--- src/rtl/icache_refill_unit_if.sv ---
// icache_refill_unit_if
//   System-bus read channel between the icache refill engine and the bus.
//   The refill engine is the master: it raises a request, then takes the response beats.
//   Signals:
//     bus_reqcyc   master -> slave  request valid
//     bus_req      master -> slave  line-aligned request address
//     bus_reqtag   master -> slave  request tag
//     bus_reqack   slave  -> master request accepted
//     bus_respcyc  slave  -> master response beat valid
//     bus_resp     slave  -> master response beat data
//     bus_respack  master -> slave  response beat accepted
interface icache_refill_unit_if #(
  parameter int TAG_WIDTH  = 13,
  parameter int DATA_WIDTH = 64
);
  logic                  bus_reqcyc;
  logic [63:0]           bus_req;
  logic [TAG_WIDTH-1:0]  bus_reqtag;
  logic                  bus_reqack;
  logic                  bus_respcyc;
  logic [DATA_WIDTH-1:0] bus_resp;
  logic                  bus_respack;

  modport master (
    output bus_reqcyc,
    output bus_req,
    output bus_reqtag,
    input  bus_reqack,
    input  bus_respcyc,
    input  bus_resp,
    output bus_respack
  );

  modport slave (
    input  bus_reqcyc,
    input  bus_req,
    input  bus_reqtag,
    output bus_reqack,
    output bus_respcyc,
    output bus_resp,
    input  bus_respack
  );
endinterface

--- src/rtl/icache_refill_unit.sv ---
// icache_refill_unit
//   Line-refill engine sitting in front of the L1 instruction cache. On a miss it issues one
//   64-byte line read, gathers the eight 64-bit response beats into a 512-bit line and reports
//   fill progress in bits. The icache writes the line once out_offset reads 512.
//   Ports:
//     clk, reset   clock (rising edge) and synchronous active-high reset
//     in_miss      icache miss request
//     in_pc        fetch PC of the missing instruction
//     in_stall     icache cannot take the finished line yet
//     bus          system-bus read channel (master side)
//     out_data     assembled 512-bit line
//     out_offset   fill progress in bits, 0..512 in steps of 64
module icache_refill_unit #(
  parameter int                       BUS_TAG_WIDTH  = 13,
  parameter int                       BUS_DATA_WIDTH = 64,
  parameter logic [BUS_TAG_WIDTH-1:0] READ_TAG       = 13'h1100
) (
  input  logic                          clk,
  input  logic                          reset,
  input  logic                          in_miss,
  input  logic [63:0]                   in_pc,
  input  logic                          in_stall,
  icache_refill_unit_if.master          bus,
  output logic [8*BUS_DATA_WIDTH-1:0]   out_data,
  output logic [9:0]                    out_offset
);

  localparam logic [9:0] BEAT_BITS = 10'(BUS_DATA_WIDTH);

  typedef enum logic [1:0] {
    IDLE,
    REQ,
    RESP,
    DONE
  } state_t;

  state_t     state;
  logic [3:0] beat_cnt;

  // The low PC bits only select a byte inside the line; they never reach the bus.
  logic unused_pc_bits;
  assign unused_pc_bits = ^in_pc[5:0];

  // Beats are accepted while filling, and also in IDLE so that late beats of a read
  // aborted by reset are drained instead of stalling the bus. REQ and DONE never ack.
  always_comb begin
    bus.bus_respack = 1'b0;
    case (state)
      IDLE:    bus.bus_respack = bus.bus_respcyc;
      RESP:    bus.bus_respack = bus.bus_respcyc;
      default: bus.bus_respack = 1'b0;
    endcase
  end

  // Refill sequencer: IDLE latches the miss address, REQ holds the request until the bus
  // takes it, RESP stores beats in arrival order, DONE presents the finished line until the
  // icache is able to write it. Misses are only picked up in IDLE, so they serialise.
  always_ff @(posedge clk) begin
    if (reset) begin
      state           <= IDLE;
      bus.bus_reqcyc  <= 1'b0;
      bus.bus_req     <= '0;
      bus.bus_reqtag  <= '0;
      out_offset      <= '0;
      out_data        <= '0;
      beat_cnt        <= '0;
    end else begin
      case (state)
        IDLE: begin
          if (in_miss) begin
            bus.bus_req    <= {in_pc[63:6], 6'b0};
            bus.bus_reqtag <= READ_TAG;
            bus.bus_reqcyc <= 1'b1;
            beat_cnt       <= '0;
            state          <= REQ;
          end
        end
        REQ: begin
          if (bus.bus_reqack) begin
            bus.bus_reqcyc <= 1'b0;
            bus.bus_reqtag <= '0;
            state          <= RESP;
          end
        end
        RESP: begin
          // The counter stops at 8 and the state leaves RESP on the eighth beat, so the
          // offset can never step past a full line.
          if (bus.bus_respcyc && (beat_cnt < 4'd8)) begin
            out_data[int'(beat_cnt[2:0])*BUS_DATA_WIDTH +: BUS_DATA_WIDTH] <= bus.bus_resp;
            out_offset <= out_offset + BEAT_BITS;
            beat_cnt   <= beat_cnt + 4'd1;
            if (beat_cnt == 4'd7) begin
              state <= DONE;
            end
          end
        end
        DONE: begin
          // The line stays on out_data after the handoff; only the offset returns to 0.
          if (!in_stall) begin
            out_offset <= '0;
            beat_cnt   <= '0;
            state      <= IDLE;
          end
        end
        default: state <= IDLE;
      endcase
    end
  end

endmodule
--- src/flat_wrapper.sv ---
// flat-port wrapper written by rule: the top's interface ports become plain ports
module icache_refill_unit_flat 
#(
  parameter int                       BUS_TAG_WIDTH  = 13,
  parameter int                       BUS_DATA_WIDTH = 64,
  parameter logic [BUS_TAG_WIDTH-1:0] READ_TAG       = 13'h1100
)
  (clk, reset, in_miss, in_pc, in_stall, out_data, out_offset, bus_bus_reqcyc, bus_bus_req, bus_bus_reqtag, bus_bus_reqack, bus_bus_respcyc, bus_bus_resp, bus_bus_respack);
  icache_refill_unit_if bus_i ();
  input  logic clk;
  input  logic reset;
  input  logic in_miss;
  input  logic [63:0] in_pc;
  input  logic in_stall;
  output logic [8*BUS_DATA_WIDTH-1:0] out_data;
  output logic [9:0] out_offset;
  output wire logic [$bits(bus_i.bus_reqcyc)-1:0] bus_bus_reqcyc;
  output wire logic [$bits(bus_i.bus_req)-1:0] bus_bus_req;
  output wire logic [$bits(bus_i.bus_reqtag)-1:0] bus_bus_reqtag;
  input wire logic [$bits(bus_i.bus_reqack)-1:0] bus_bus_reqack;
  input wire logic [$bits(bus_i.bus_respcyc)-1:0] bus_bus_respcyc;
  input wire logic [$bits(bus_i.bus_resp)-1:0] bus_bus_resp;
  output wire logic [$bits(bus_i.bus_respack)-1:0] bus_bus_respack;
  assign bus_bus_reqcyc = bus_i.bus_reqcyc;
  assign bus_bus_req = bus_i.bus_req;
  assign bus_bus_reqtag = bus_i.bus_reqtag;
  assign bus_i.bus_reqack = bus_bus_reqack;
  assign bus_i.bus_respcyc = bus_bus_respcyc;
  assign bus_i.bus_resp = bus_bus_resp;
  assign bus_bus_respack = bus_i.bus_respack;
  icache_refill_unit #(.BUS_TAG_WIDTH(BUS_TAG_WIDTH), .BUS_DATA_WIDTH(BUS_DATA_WIDTH), .READ_TAG(READ_TAG)) u_core (.clk(clk), .reset(reset), .in_miss(in_miss), .in_pc(in_pc), .in_stall(in_stall), .bus(bus_i), .out_data(out_data), .out_offset(out_offset));
endmodule
--- config.mk ---
export PLATFORM = sky130hd
export DESIGN_NAME = icache_refill_unit_flat
export DESIGN_NICKNAME = d
export VERILOG_FILES = /design/src/rtl/icache_refill_unit_if.sv /design/src/rtl/icache_refill_unit.sv /design/src/flat_wrapper.sv
export SDC_FILE = /design/constraint.sdc
export NUM_CORES = 1
export LEC_CHECK = 0
export BUFFER_PORTS_ARGS = -buffer_cell sky130_fd_sc_hd__buf_2
export CAP_MARGIN = 20
export CORE_AREA = 2 2 288 290
export CTS_CLUSTER_SIZE = 16
export DETAILED_ROUTE_END_ITERATION = 12
export DIE_AREA = 0 0 290 292
export PLACE_DENSITY_LB_ADDON = 0.1
export REMOVE_ABC_BUFFERS = 1
export SYNTH_ARGS = -nofsm -noshare
export SYNTH_HDL_FRONTEND = slang
export SYNTH_SLANG_ARGS = --single-unit
--- constraint.sdc ---
create_clock -name clk -period 2.5 [get_ports clk]
set_input_delay 0.375 -clock clk [delete_from_list [all_inputs] [get_ports clk]]
set_output_delay 0.375 -clock clk [all_outputs]
set_load 0.05 [all_outputs]
==> parameters.txt, run 1 <==
Parameter                              Value

Status
  Run status    finished clean

Critical path
  Cell breakdown of the critical path    clkinv_1, ha_2, ha_4, nand4bb_1, buf_4, or4_4, buf_12, nand2_1, a21oi_1
  Crit end category    register
  Worst path required time    2.94 ns
  Cell class contributing the biggest share of worst-path delay    simple AND/OR/NAND/NOR gates
  Bufs and invs on worst path    3
  Cell with the largest stage delay on the worst path    or4_4
  Arrival @ worst endpoint    2.86 ns
  Largest stage delay on the critical path    roughly 0.54 ns
  Setup Crit Path Kind    reg -> reg
  Critical path launch point type    register
  Largest fanout on the critical path    52

Clock tree
  Largest buffer count on any clock path    3
  Number of clock buffers inserted by TritonCTS    69
  Clock tree from TritonCTS    yes
  Insertion delay to the later sink of the worst-skew pair    0.60 ns
  Maximum level of the CTS H-tree    3
  Sink Count    581
  Clock tree root driver cell    clkbuf_16
  CTS clock-pin slew for the worst setup and hold paths    0.06 ns

GRT
  Total routing usage reported by global routing    0.214
  Maximum number of pins on one net before global-route repair    ~140
  Initial antenna violation count    3
  Vias in the first global route    between 20000 and 25000
  Wire length of the first global-routing pass    137 mm
  GR Overflow Total    0

Synthesis
  Post-synth ARST share    0
  Most common library cells after synthesis    nand2_1 (633), dfxtp_1 (581), a21oi_1 (359)
  Area of the mapped netlist    0.0216 mm^2
  Sequential fraction of the synthesis area    0.540
  Yosys cell types    57
  Top cells by area, synth    dfxtp_1 (54%), nand2_1 (11%), a21oi_1 (8.3%)
  Share of the synthesized area in the top cell type    0.540
  Post-synth top flop    dfxtp_1
  Number of enable-type register cells in the synthesized netlist    0
  Post-Synthesis Cells    2597
  Mean instance size in the synthesized netlist    8.30 um^2
  Cell accounting for the most synthesized area    dfxtp_1
  Yosys warning total    0
  Most instantiated library cell after synthesis    nand2_1
  Flop and latch count out of synthesis    581

Timing
  Final cycle utilization of the critical path    0.967
  Final clock skew    between 0.02 and 0.03 ns
  Final setup violation count    0
  Worst Max-Slew Pin Slew    0.860 ns
  Final-report hold violation count    0
  Worst slew margin    0.426
  Max Clock Freq    0.414 GHz
  Total count of max-transition violations in the final report    0
  Time the final worst path needs with I/O delays and setup    2.42 ns
  Setup repair after global routing missed its margin    false
  Min setup slack post-route    0.0816 ns

Placement
  Placed instance count    4143
  Post-Place Cell Area    0.0261 mm^2
  Port Buffer Count    705
  Detailed Place HPWL    60.7 mm
  Gp weighted congestion    0.785
  Worst setup slack before clock tree synthesis    -0.144 ns

Floorplan
  Core area    0.0816 mm^2
  Top Ports    735
  DIE HEIGHT    292 um
  Floorplan die width    about 290 um
  Starting density of the core    0.264
  Standard-cell rows    105
  Total Die Area    ~0.085 mm^2

Cells and area
  Layout cell share with drive strength beyond 1    0.288
  Area occupied by multi-input gates    0.00855 mm^2
  Synthesis-to-layout area growth    34.6%
  Sequential cell area in the final layout    ~0.012 mm^2
  Final design area excluding fillers    between 0.02 and 0.03 mm^2
  Final #Nets    3343
  Non-Filler Instances    4320
  Core Util, Final    0.356
  Fill cells    8521

Power
  Peak supply drop    0.473 mV
  Total power consumption of the routed design    0.0236 W
  Total power divided by cell area    813 mW/mm^2
  Lkg Pwr    ~12 nW

Route
  Remaining routing DRC violations    0
  Wirelength per Cell    21.9 um
  DR vias    around 21000
  Detail Route Antenna Nets    0
  Detail-routed via count per cell    roughly 5
  Count of TritonRoute iterations in the first routing pass    7
  First-iteration detailed-routing DRC count    1410
  Overall routed net length    94.6 mm

Flow run
  Max Cap Viol    0

Hold path
  Type of the most critical hold path    in -> reg
path summary, 6_finish.rpt:
kind | slack [ns] | depth (start not counted) | start | endpoint
setup / recovery | 0.08 | 9 | u_core.beat_cnt[0] | u_core.out_data[186]
hold / removal | 0.04 | 3 | in_pc[44] | u_core.bus.bus_req[44]
setup reg to reg | 0.08 | 9 | u_core.beat_cnt[0] | u_core.out_data[186]
hold reg to reg | 0.45 | 2 | u_core.out_data[464] | u_core.out_data[464]
cell usage in the layout (no fill, tap or decap), types with 39 or more instances in the layout:
cell type	netlist	final
buf_2	88	704
nand2_1	633	632
dfxtp_1	581	580
a21oi_1	359	359
nand3_1	339	338
o21ai_0	108	108
clkbuf_16	0	70
nand4_1	55	55
a32o_1	54	54
dlygate4sd3_1	0	46
buf_12	0	39
per-layer routing:
metal | share of wire | vias to the layer above | track usage
met4 | 0.031 | 0 | 0.0794
met2 | 0.48 | 784 | 0.365
met5 | 0 | - | 0
met3 | 0.079 | 152 | 0.0617
met1 | 0.41 | 10171 | 0.254
li1 | - | 10022 | -
through the flow:
step | hold WS (ns) | setup TNS (ns)
floorplan | 0.437 | -3586.38
global placement | 0.436 | -4.29
detailed placement | 0.440 | -6.16
CTS | 0.00143 | -0.00619
global route | 0.0211 | 0
finish | 0.0436 | 0
final cells by class:
class                      instances  area share
timing repair buffer             833       0.180
tap                             1070      0.0461
sequential                       581       0.401
antenna                            2    0.000172
multi-input combinational       1702       0.295
clock buffer                     100      0.0694
clock inverter                    21     0.00707
inverter                          11     0.00160
where the power goes:
part	internal [W]	switching, W	leakage, nW
Clock	0.00582	0.00410	1.09
Combinational	0.000963	0.00300	6.21
Sequential	0.00956	0.000160	4.69
flip-flops by register name, summed over array words and instances, names as in the netlist:
| register | flops |
|---|---|
| u_core.bus.bus_req | 58 |
| u_core.out_offset | 4 |
| u_core.beat_cnt | 4 |
| u_core.bus.bus_reqtag | 1 |
| u_core.out_data | 512 |
| u_core.state | 2 |
logic make-up (layout without fill, tap and decap cells):
kind of cell             count (synthesis)  in the layout  synth area share
AO/OA/AOI/OAI                          585            585             0.158
XOR/XNOR                                 1              1          0.000406
adder cells (fa/ha/maj)                 11             11           0.00638
buffers and inverters                  336            965            0.0728
flip-flops                             581            581             0.540
multiplexers                             1              1          0.000522
other                                    1             25          0.000174
AND/OR/NAND/NOR                       1081           1081             0.223
worst min-delay path: cells and delay by family:
kind	cells	cell delay (ns)
buffers and inverters	1	0.10
AND/OR/NAND/NOR	1	0.05
AO/OA/AOI/OAI	1	0.05
repair_timing:
action	CTS	global route
resized for setup	8	0
gates cloned	4	0
buffers inserted	2	1
pin swaps	2	1
hold buffers	46	0
endpoints found under the hold margin	46	0
endpoints found under the setup margin	64	43
(Power assumes the default switching activity.)
==> run 2: changes to the inputs <==
ABC_AREA = 1   (was not set)
CORE_AREA = not set   (was 2 2 288 290)
CORE_MARGIN = 2   (was not set)
CORE_UTILIZATION = 30   (was not set)
DIE_AREA = not set   (was 0 0 290 292)
==> parameters.txt, run 2 <==
Parameter                              Value

Cells and area
  Most flops, register    u_core.out_data
  Max reg flops    512
  Non-Filler Instances    5323
  Leading cell type in the layout, fill and taps excluded    nor2_1
  Layout cell share with drive strength beyond 1    0.221
  Number of antenna cells inserted    0
  Leading cell types in the layout, fill and taps excluded    nor2_1 (1207), buf_2 (705), dfxtp_1 (579), nand2_1 (476), nand3_1 (286)
  Final design area excluding fillers    0.0320 mm^2
  Synthesis-to-layout area growth    30.8%
  Registers with the most flip-flops    u_core.out_data x512, u_core.bus.bus_req x58
  Final #Nets    ~4400

Synthesis
  Share of the synthesized area in the top cell type    0.475
  Mean instance size in the synthesized netlist    about 7 um^2
  Top cells by area, synth    dfxtp_1 (47%), nor2_1 (19%), nand2_1 (7.4%)
  Sequential fraction of the synthesis area    0.475
  Post-synth ARST share    0
  Post-Synthesis Cells    3594
  Main combinational cell family by area after synthesis    simple AND/OR/NAND/NOR gates
  Flop and latch count out of synthesis    581
  Number of enable-type register cells in the synthesized netlist    0
  Area of the mapped netlist    0.0245 mm^2
  Share of synthesized area spent on multiplexers    0
  Cell accounting for the most synthesized area    dfxtp_1
  Simple-gate area share of the yosys netlist    0.342
  Area share of fa/ha/maj cells after synthesis    0.00562
  Compound-cell area share of the yosys netlist    0.103
  Most instantiated library cell after synthesis    nor2_1
  Post-Synth XOR/XNOR Area    0.000358
  Yosys warning total    0
  Most common library cells after synthesis    nor2_1 (1208), dfxtp_1 (581), nand2_1 (482)
  Yosys cell types    29
  Post-synth top flop    dfxtp_1

Clock tree
  Maximum level of the CTS H-tree    3
  Clock tree root driver cell    clkbuf_16
  Insertion delay to the later sink of the worst-skew pair    between 0.6 and 0.7 ns
  CTS clock-pin slew for the worst setup and hold paths    around 0.06 ns
  Sink Count    between 500 and 600
  Largest buffer count on any clock path    3
  Number of clock buffers inserted by TritonCTS    71
  Clock tree from TritonCTS    yes
  Post-CTS repair timing setup buffer count    0

Route
  Count of TritonRoute iterations in the first routing pass    5
  Detail Route Antenna Nets    0
  Detail-routed via count per cell    4.81
  Wirelength per Cell    21.0 um
  Remaining routing DRC violations    0
  Overall routed net length    approximately 110 mm
  First-iteration detailed-routing DRC count    1363
  DR vias    roughly 26000

Placement
  Port Buffer Count    705
  Placed instance count    5163
  Gp weighted congestion    slightly below 0.8
  Detailed Place HPWL    72.4 mm
  Post-Place Cell Area    0.0293 mm^2

Hold path
  Type of the most critical hold path    in -> reg

GRT
  Wire length of the first global-routing pass    161 mm
  GR Overflow Total    0
  Vias in the first global route    24276
  Total routing usage reported by global routing    0.256
  Initial antenna violation count    2
  Met2 layer usage reported by global route    0.430
  Most used routing layer in global routing    met2
  Met1 usage    0.315
  Global routing usage on met3    0.0714
  Maximum number of pins on one net before global-route repair    about 100

Timing
  Setup repair after global routing missed its margin    false
  Final-report hold violation count    0
  Final cycle utilization of the critical path    0.944
  Worst Max-Slew Pin Slew    0.745 ns
  Max Clock Freq    0.424 GHz
  Final setup violation count    0
  Total count of max-transition violations in the final report    0
  Worst slew margin    0.504
  Final Hold Slack    0.0319 ns
  Time the final worst path needs with I/O delays and setup    2.36 ns
  Final clock skew    0.0199 ns

Flow run
  Max Cap Viol    0

Floorplan
  Top Ports    around 740
  DIE HEIGHT    about 290 um
  Floorplan die width    290 um
  Total Die Area    ~0.084 mm^2
  Standard-cell rows    104
  Core area    0.0807 mm^2
  Starting density of the core    0.304

Critical path
  Worst path required time    approximately 3.0 ns
  Critical path launch point type    register
  Largest fanout on the critical path    71
  Setup Crit Path Kind    reg -> reg
  Arrival @ worst endpoint    2.89 ns
  Crit end category    register

Power
  Lkg Pwr    15.3 nW
  Peak supply drop    ~0.65 mV
  Total power divided by cell area    925 mW/mm^2

Status
  Run status    finished clean
[run 2: what timing repair did]
item | in CTS | in global routing
endpoints found under the hold margin | 44 | 0
setup endpoints to repair | 0 | 7
hold buffers | 44 | 0
gates resized for setup | 0 | 2
[run 2: area by class of cell]
type	instances	area [um^2]
flip-flops and latches	581	11600
clock buffers	98	2030
fillers	8886	48600
repair buffers	844	5140
well taps	1060	1330
inverters	109	430
clock inverters	18	243
multi-input cells	2613	11200
[run 2: final timing paths]
check,startpoint,end,slack (ns),depth (start not counted)
setup / recovery,u_core.beat_cnt[1],u_core.out_data[502],0.14,9
hold / removal,in_pc[36],u_core.bus.bus_req[36],0.03,3
setup reg to reg,u_core.beat_cnt[1],u_core.out_data[502],0.14,9
hold reg to reg,u_core.out_data[106],u_core.out_data[106],0.46,2
[run 2: kinds of logic after synthesis]
| kind of cell | count (synthesis) |
|---|---|
| and+or+nand+nor | 2075 |
| DFF | 581 |
| AOI/OAI and AO/OA | 503 |
| buffers and inverters | 422 |
| adders and majority gates | 11 |
| xor gates and xnor gates | 1 |
| other | 1 |
[run 2: critical path, cell delays in order, from the launching register on]
cell and delay [ns]:
dfxtp_1 0.35, inv_1 0.12, ha_4 0.19, ha_4 0.34
buf_12 0.35, nor2_1 0.14, nand2_4 0.10, buf_4 0.37
nand2_1 0.10, a21oi_1 0.17
[run 2: layer usage]
layer	routed length, um	vias up
li1	-	12655
met1	47000	11987
met2	52500	790
met3	9120	179
met4	3310	2
met5	11	-
[run 2: per-stage QoR]
| step | setup WS (ns) | utilization | setup TNS [ns] | power (W) |
|---|---|---|---|---|
| after global placement | 0.185 | 0.363 | 0 | 0.0196 |
| after floorplan | -9.36 | - | -3874.98 | 0.0152 |
| final | 0.139 | 0.397 | 0 | 0.0296 |
| after detailed placement | 0.139 | 0.363 | 0 | 0.0196 |
| after global routing | 0.0269 | 0.397 | 0 | 0.0310 |
| after CTS | 0.0298 | 0.397 | 0 | 0.0300 |
[run 2: where the power goes]
group / switching, W / internal, W
Sequential: 0.000261 / 0.00980
Combinational: 0.00737 / 0.00190
Clock: 0.00430 / 0.00601
